## config.mk

```make
export PLATFORM = sky130hd
export DESIGN_NAME = ram_param
export DESIGN_NICKNAME = d
export VERILOG_FILES = /design/src/rtl/ram_param.sv
export SDC_FILE = /design/constraint.sdc
export NUM_CORES = 1
export LEC_CHECK = 0
export BUFFER_PORTS_ARGS = -buffer_cell sky130_fd_sc_hd__buf_2
export CORE_UTILIZATION = 60
export DETAILED_ROUTE_END_ITERATION = 10
export GPL_ROUTABILITY_DRIVEN = 0
export PLACE_DENSITY_LB_ADDON = 0.15
export SKIP_CTS_REPAIR_TIMING = 1
export SYNTH_ARGS = -nofsm -noshare
export SYNTH_HDL_FRONTEND = slang
export SYNTH_SLANG_ARGS = --single-unit
```

## constraint.sdc

```tcl
create_clock -name clk -period 2.78 [get_ports clk]
set_clock_uncertainty 0.15 [all_clocks]
set_input_delay 0.417 -clock clk [delete_from_list [all_inputs] [get_ports clk]]
set_output_delay 0.417 -clock clk [all_outputs]
set_load 0.02 [all_outputs]
```

## src/rtl/ram_param.sv

```systemverilog
// Parametrised single-clock RAM with separate write/read ports, write-first
// same-address bypass, 1- or 2-cycle read latency and a word-by-word clear engine.
module ram_param #(
  parameter int DATA_W   = 8,
  parameter int ADDR_W   = 4,
  parameter int READ_LAT = 1
) (
  input  logic              clk,
  input  logic              rst,
  input  logic              wr_en,
  input  logic [ADDR_W-1:0] wr_addr,
  input  logic [DATA_W-1:0] din,
  input  logic              rd_en,
  input  logic [ADDR_W-1:0] rd_addr,
  input  logic              clr_req,
  output logic [DATA_W-1:0] out,
  output logic              out_valid,
  output logic              busy
);

  localparam int DEPTH = 2 ** ADDR_W;

  generate
    if (READ_LAT != 1 && READ_LAT != 2) begin : g_bad_read_lat
      $error("ram_param: READ_LAT must be 1 or 2");
    end
  endgenerate

  typedef enum logic {
    IDLE  = 1'b0,
    CLEAR = 1'b1
  } state_t;

  state_t            state;
  logic [ADDR_W-1:0] clr_ptr;
  logic [DATA_W-1:0] mem [DEPTH];

  // Handshake: wr_en/rd_en are single-cycle strobes accepted only in IDLE with
  // no clr_req pending; out_valid is a one-cycle pulse qualifying out.
  logic              access_ok;
  logic              do_wr;
  logic              do_rd;
  logic              clr_wr;
  logic [DATA_W-1:0] rd_data;

  assign access_ok = !rst && (state == IDLE) && !clr_req;
  assign do_wr     = access_ok && wr_en;
  assign do_rd     = access_ok && rd_en;
  assign clr_wr    = !rst && (state == CLEAR);
  assign rd_data   = (do_wr && (wr_addr == rd_addr)) ? din : mem[rd_addr];

  always_ff @(posedge clk) begin
    if (clr_wr) begin
      mem[clr_ptr] <= '0;
    end else if (do_wr) begin
      mem[wr_addr] <= din;
    end
  end

  // busy mirrors state == CLEAR; the last clear word is where clr_ptr is all ones.
  always_ff @(posedge clk) begin
    if (rst) begin
      state   <= CLEAR;
      clr_ptr <= '0;
      busy    <= 1'b1;
    end else begin
      case (state)
        CLEAR: begin
          clr_ptr <= clr_ptr + 1'b1;
          if (&clr_ptr) begin
            state <= IDLE;
            busy  <= 1'b0;
          end
        end
        IDLE: begin
          if (clr_req) begin
            state   <= CLEAR;
            clr_ptr <= '0;
            busy    <= 1'b1;
          end
        end
        default: begin
          state   <= CLEAR;
          clr_ptr <= '0;
          busy    <= 1'b1;
        end
      endcase
    end
  end

  generate
    if (READ_LAT == 1) begin : g_lat1
      always_ff @(posedge clk) begin
        if (rst) begin
          out       <= '0;
          out_valid <= 1'b0;
        end else begin
          out_valid <= do_rd;
          if (do_rd) out <= rd_data;
        end
      end
    end else begin : g_lat2
      logic [DATA_W-1:0] s1_data;
      logic              s1_valid;

      // The pipeline keeps draining during a clear; only rst flushes it.
      always_ff @(posedge clk) begin
        if (rst) begin
          s1_data   <= '0;
          s1_valid  <= 1'b0;
          out       <= '0;
          out_valid <= 1'b0;
        end else begin
          s1_valid  <= do_rd;
          if (do_rd) s1_data <= rd_data;
          out_valid <= s1_valid;
          if (s1_valid) out <= s1_data;
        end
      end
    end
  endgenerate

endmodule

```

==> impl_metrics.ini <==
[run_status]
outcome = complete, no violations

[setup_path]
crit_family = simple AND/OR/NAND/NOR gates
cp_common_cell = nor2_1
setup.worst_path.start = state
rr_startpoint = state
worstPathRequired_ps = 2790
cp-end-kind = flip-flop
worstPathMaxFanout = 25
cp-start-kind = flip-flop
crit_buf_inv = 1
r2r_slack_ps = 240
cpPeakStageDelay_ps = 650
cp.depth = 6
crit_path_cell_trace = nor4b_4 -> buf_12 -> nor2_1 -> a21oi_1 -> nand2_1 -> nor2_1
cp_slowest_cell = nor2_1
crit_type = flip-flop to flip-flop
r2r_cells = 6
cp.arrival_ps = 2550

[grt]
grt_first_pass_wirelength_um = 19200
grtUsageTotal = 0.276
antenna_found_initial = 0
grt_start_max_net_pins = 26
grt_pass1_vias = 3436
grt-ovfl-total = 0

[yosys]
synth_cell_types = 43
synth_warnings = 0
synth_top_area_share = 0.642
yosys.area.top_type = edfxtp_1
synthCells = 369
synth_area_leaders = edfxtp_1 64%, mux4_2 12%, dfxtp_1 5.0%
ys_seq_area_frac = 0.692
synth-seq-cells = 143
synth_nets = 391
synth_area_um2 = 5980
syn_avg_cell_area_um2 = 16.2

[timing]
setup_slack_ps = 236
rsz0062_at_grt = false
timing.final.crit_share = 0.915
finalSetupViolCount = 0
fmax_mhz = 393
finalHoldViolCount = 0
maxSlewViolCount = 0
holdWs_ps = 119
tns_ps = 0
period_minus_slack_ps = 2540
relSlewSlack = 0.442
worst_pin_slew_ps = 834

[clock_network]
cts_inserted_buffers = 17
clk_pin_slew_worst_paths_ps = 60
clock_path_buffers = 2
cts_tree = built
clock-root-buffer = clkbuf_8
cts.sinks = 143
clock_latency_ps = 540
h-tree-depth = 4

[place]
placed_cells = 529
place_ws_ps = 163
io_buffer_count = 30
place_area_um2 = 6330
hpwl_um = 8340

[pwr]
ir_worst_vdd_mv = 0.533
p_leak_nw = 2.21
netSwitchingPower_mw = 0.970
internal-power_mw = 3.70
totalPowerFinal_mw = 4.67
seq_power_share = 0.505
combPwrFrac = 0.049
switching_share = 0.208
pwr-share-clk = 0.446
power.density_nw_per_um2 = 680

[layout]
design_area_um2 = 6870
drive_above_1_share = 0.270
num_antenna_cells = 0
nets = 437
final_cell_mix = 128 x edfxtp_1, 47 x nand2_1, 32 x mux4_2
final_common_cell = edfxtp_1
final_util = 0.706
instances_no_fill = 559
syn2layout_area_growth_pct = 14.8

[floorplanning]
start_util = 0.615
rows = 36
core_um2 = 9730
die_y_um = 102
die_w_um = 102
die-area_um2 = 10400
top_level_ports = 31

[drt]
route.detailed.drc = 0
postRouteAntennaNets = 0
drt_iter0_markers = 233
vias_per_cell = 6.14
routed_wl_um = 12900
wire_per_inst_um = 23.0
via_count = 3430
drtPass1Iterations = 5

[min_path]
worstHoldStart = clr_req
whs_path_depth = 2
min_path_type = input pin to flip-flop

[run]
drv_cap = 0
==> metal layers <==
layer | global-route usage | part of all wire | up-vias
met5 | 0 | 0 | -
met4 | 0.0989 | 0.016 | 0
met3 | 0.0793 | 0.069 | 20
met2 | 0.445 | 0.49 | 140
met1 | 0.363 | 0.42 | 1730
li1 | - | - | 1540
==> logic make-up (layout without fill, tap and decap cells) <==
kind of cell,count (synthesis),count (layout),synth area share
adder cells (fa/ha/maj),1,1,0.00209
AND/OR/NAND/NOR,108,108,0.0870
buffers and inverters,28,85,0.0251
XOR/XNOR,3,3,0.00439
flip-flops,143,143,0.692
multiplexers,33,33,0.122
AO/OA/AOI/OAI,53,53,0.0669
==> power groups by stage <==
| stage | clock, mW | combinational [mW] | sequential, mW |
|---|---|---|---|
| after floorplan | 0 | 0.165 | 2.39 |
| after global placement | 0 | 0.221 | 2.40 |
| after detailed placement | 0 | 0.224 | 2.40 |
| after CTS | 2.11 | 0.227 | 2.36 |
| after global routing | 2.19 | 0.246 | 2.36 |
| final | 2.08 | 0.228 | 2.36 |
==> final timing paths <==
check,to
max reg2reg,mem[9][3]
min reg2reg,busy
min,busy
max,mem[9][3]
==> sequential cells by signal, indices dropped and copies added (netlist names) <==
signal	count
mem	128
out	8
clr_ptr	4
busy	1
out_valid	1
state	1
==> cell type report <==
class                      count  area (um^2)
multi-input combinational    198         1690
fill                         646         2860
sequential                   143         4140
timing repair buffer          49          305
clock inverter                11          118
inverter                       6         22.5
tap                          133          166
clock buffer                  19          422
==> cell usage after synthesis <==
library cell and instances:
buf_4 4, xnor2_1 3, nand4_1 2, edfxtp_1 128
nand2_1 47, a22oi_1 1, dfxtp_1 15, mux4_2 32
a221o_1 2, buf_1 1, a41oi_1 8, a31oi_1 5
nor3_1 1, nand3_2 1, a31oi_4 1, clkbuf_1 8
o21ai_0 7, a21boi_2 1, nor4bb_1 1, and2_1 17
nand2b_1 1, o21ai_1 7, nand3_1 3, mux2i_1 1
buf_2 6, inv_1 5, a211oi_1 1, or2_2 2
buf_6 3, nor4b_1 1, nor2_1 26, a311oi_1 2
inv_2 1, a32o_1 7, ha_1 1, o21a_1 1
or2_0 1, a21oi_1 6, a221o_2 1, nor4b_4 1
a21bo_1 1, a21o_1 2, nor3b_1 4
Power figures use the tool's default switching activity.
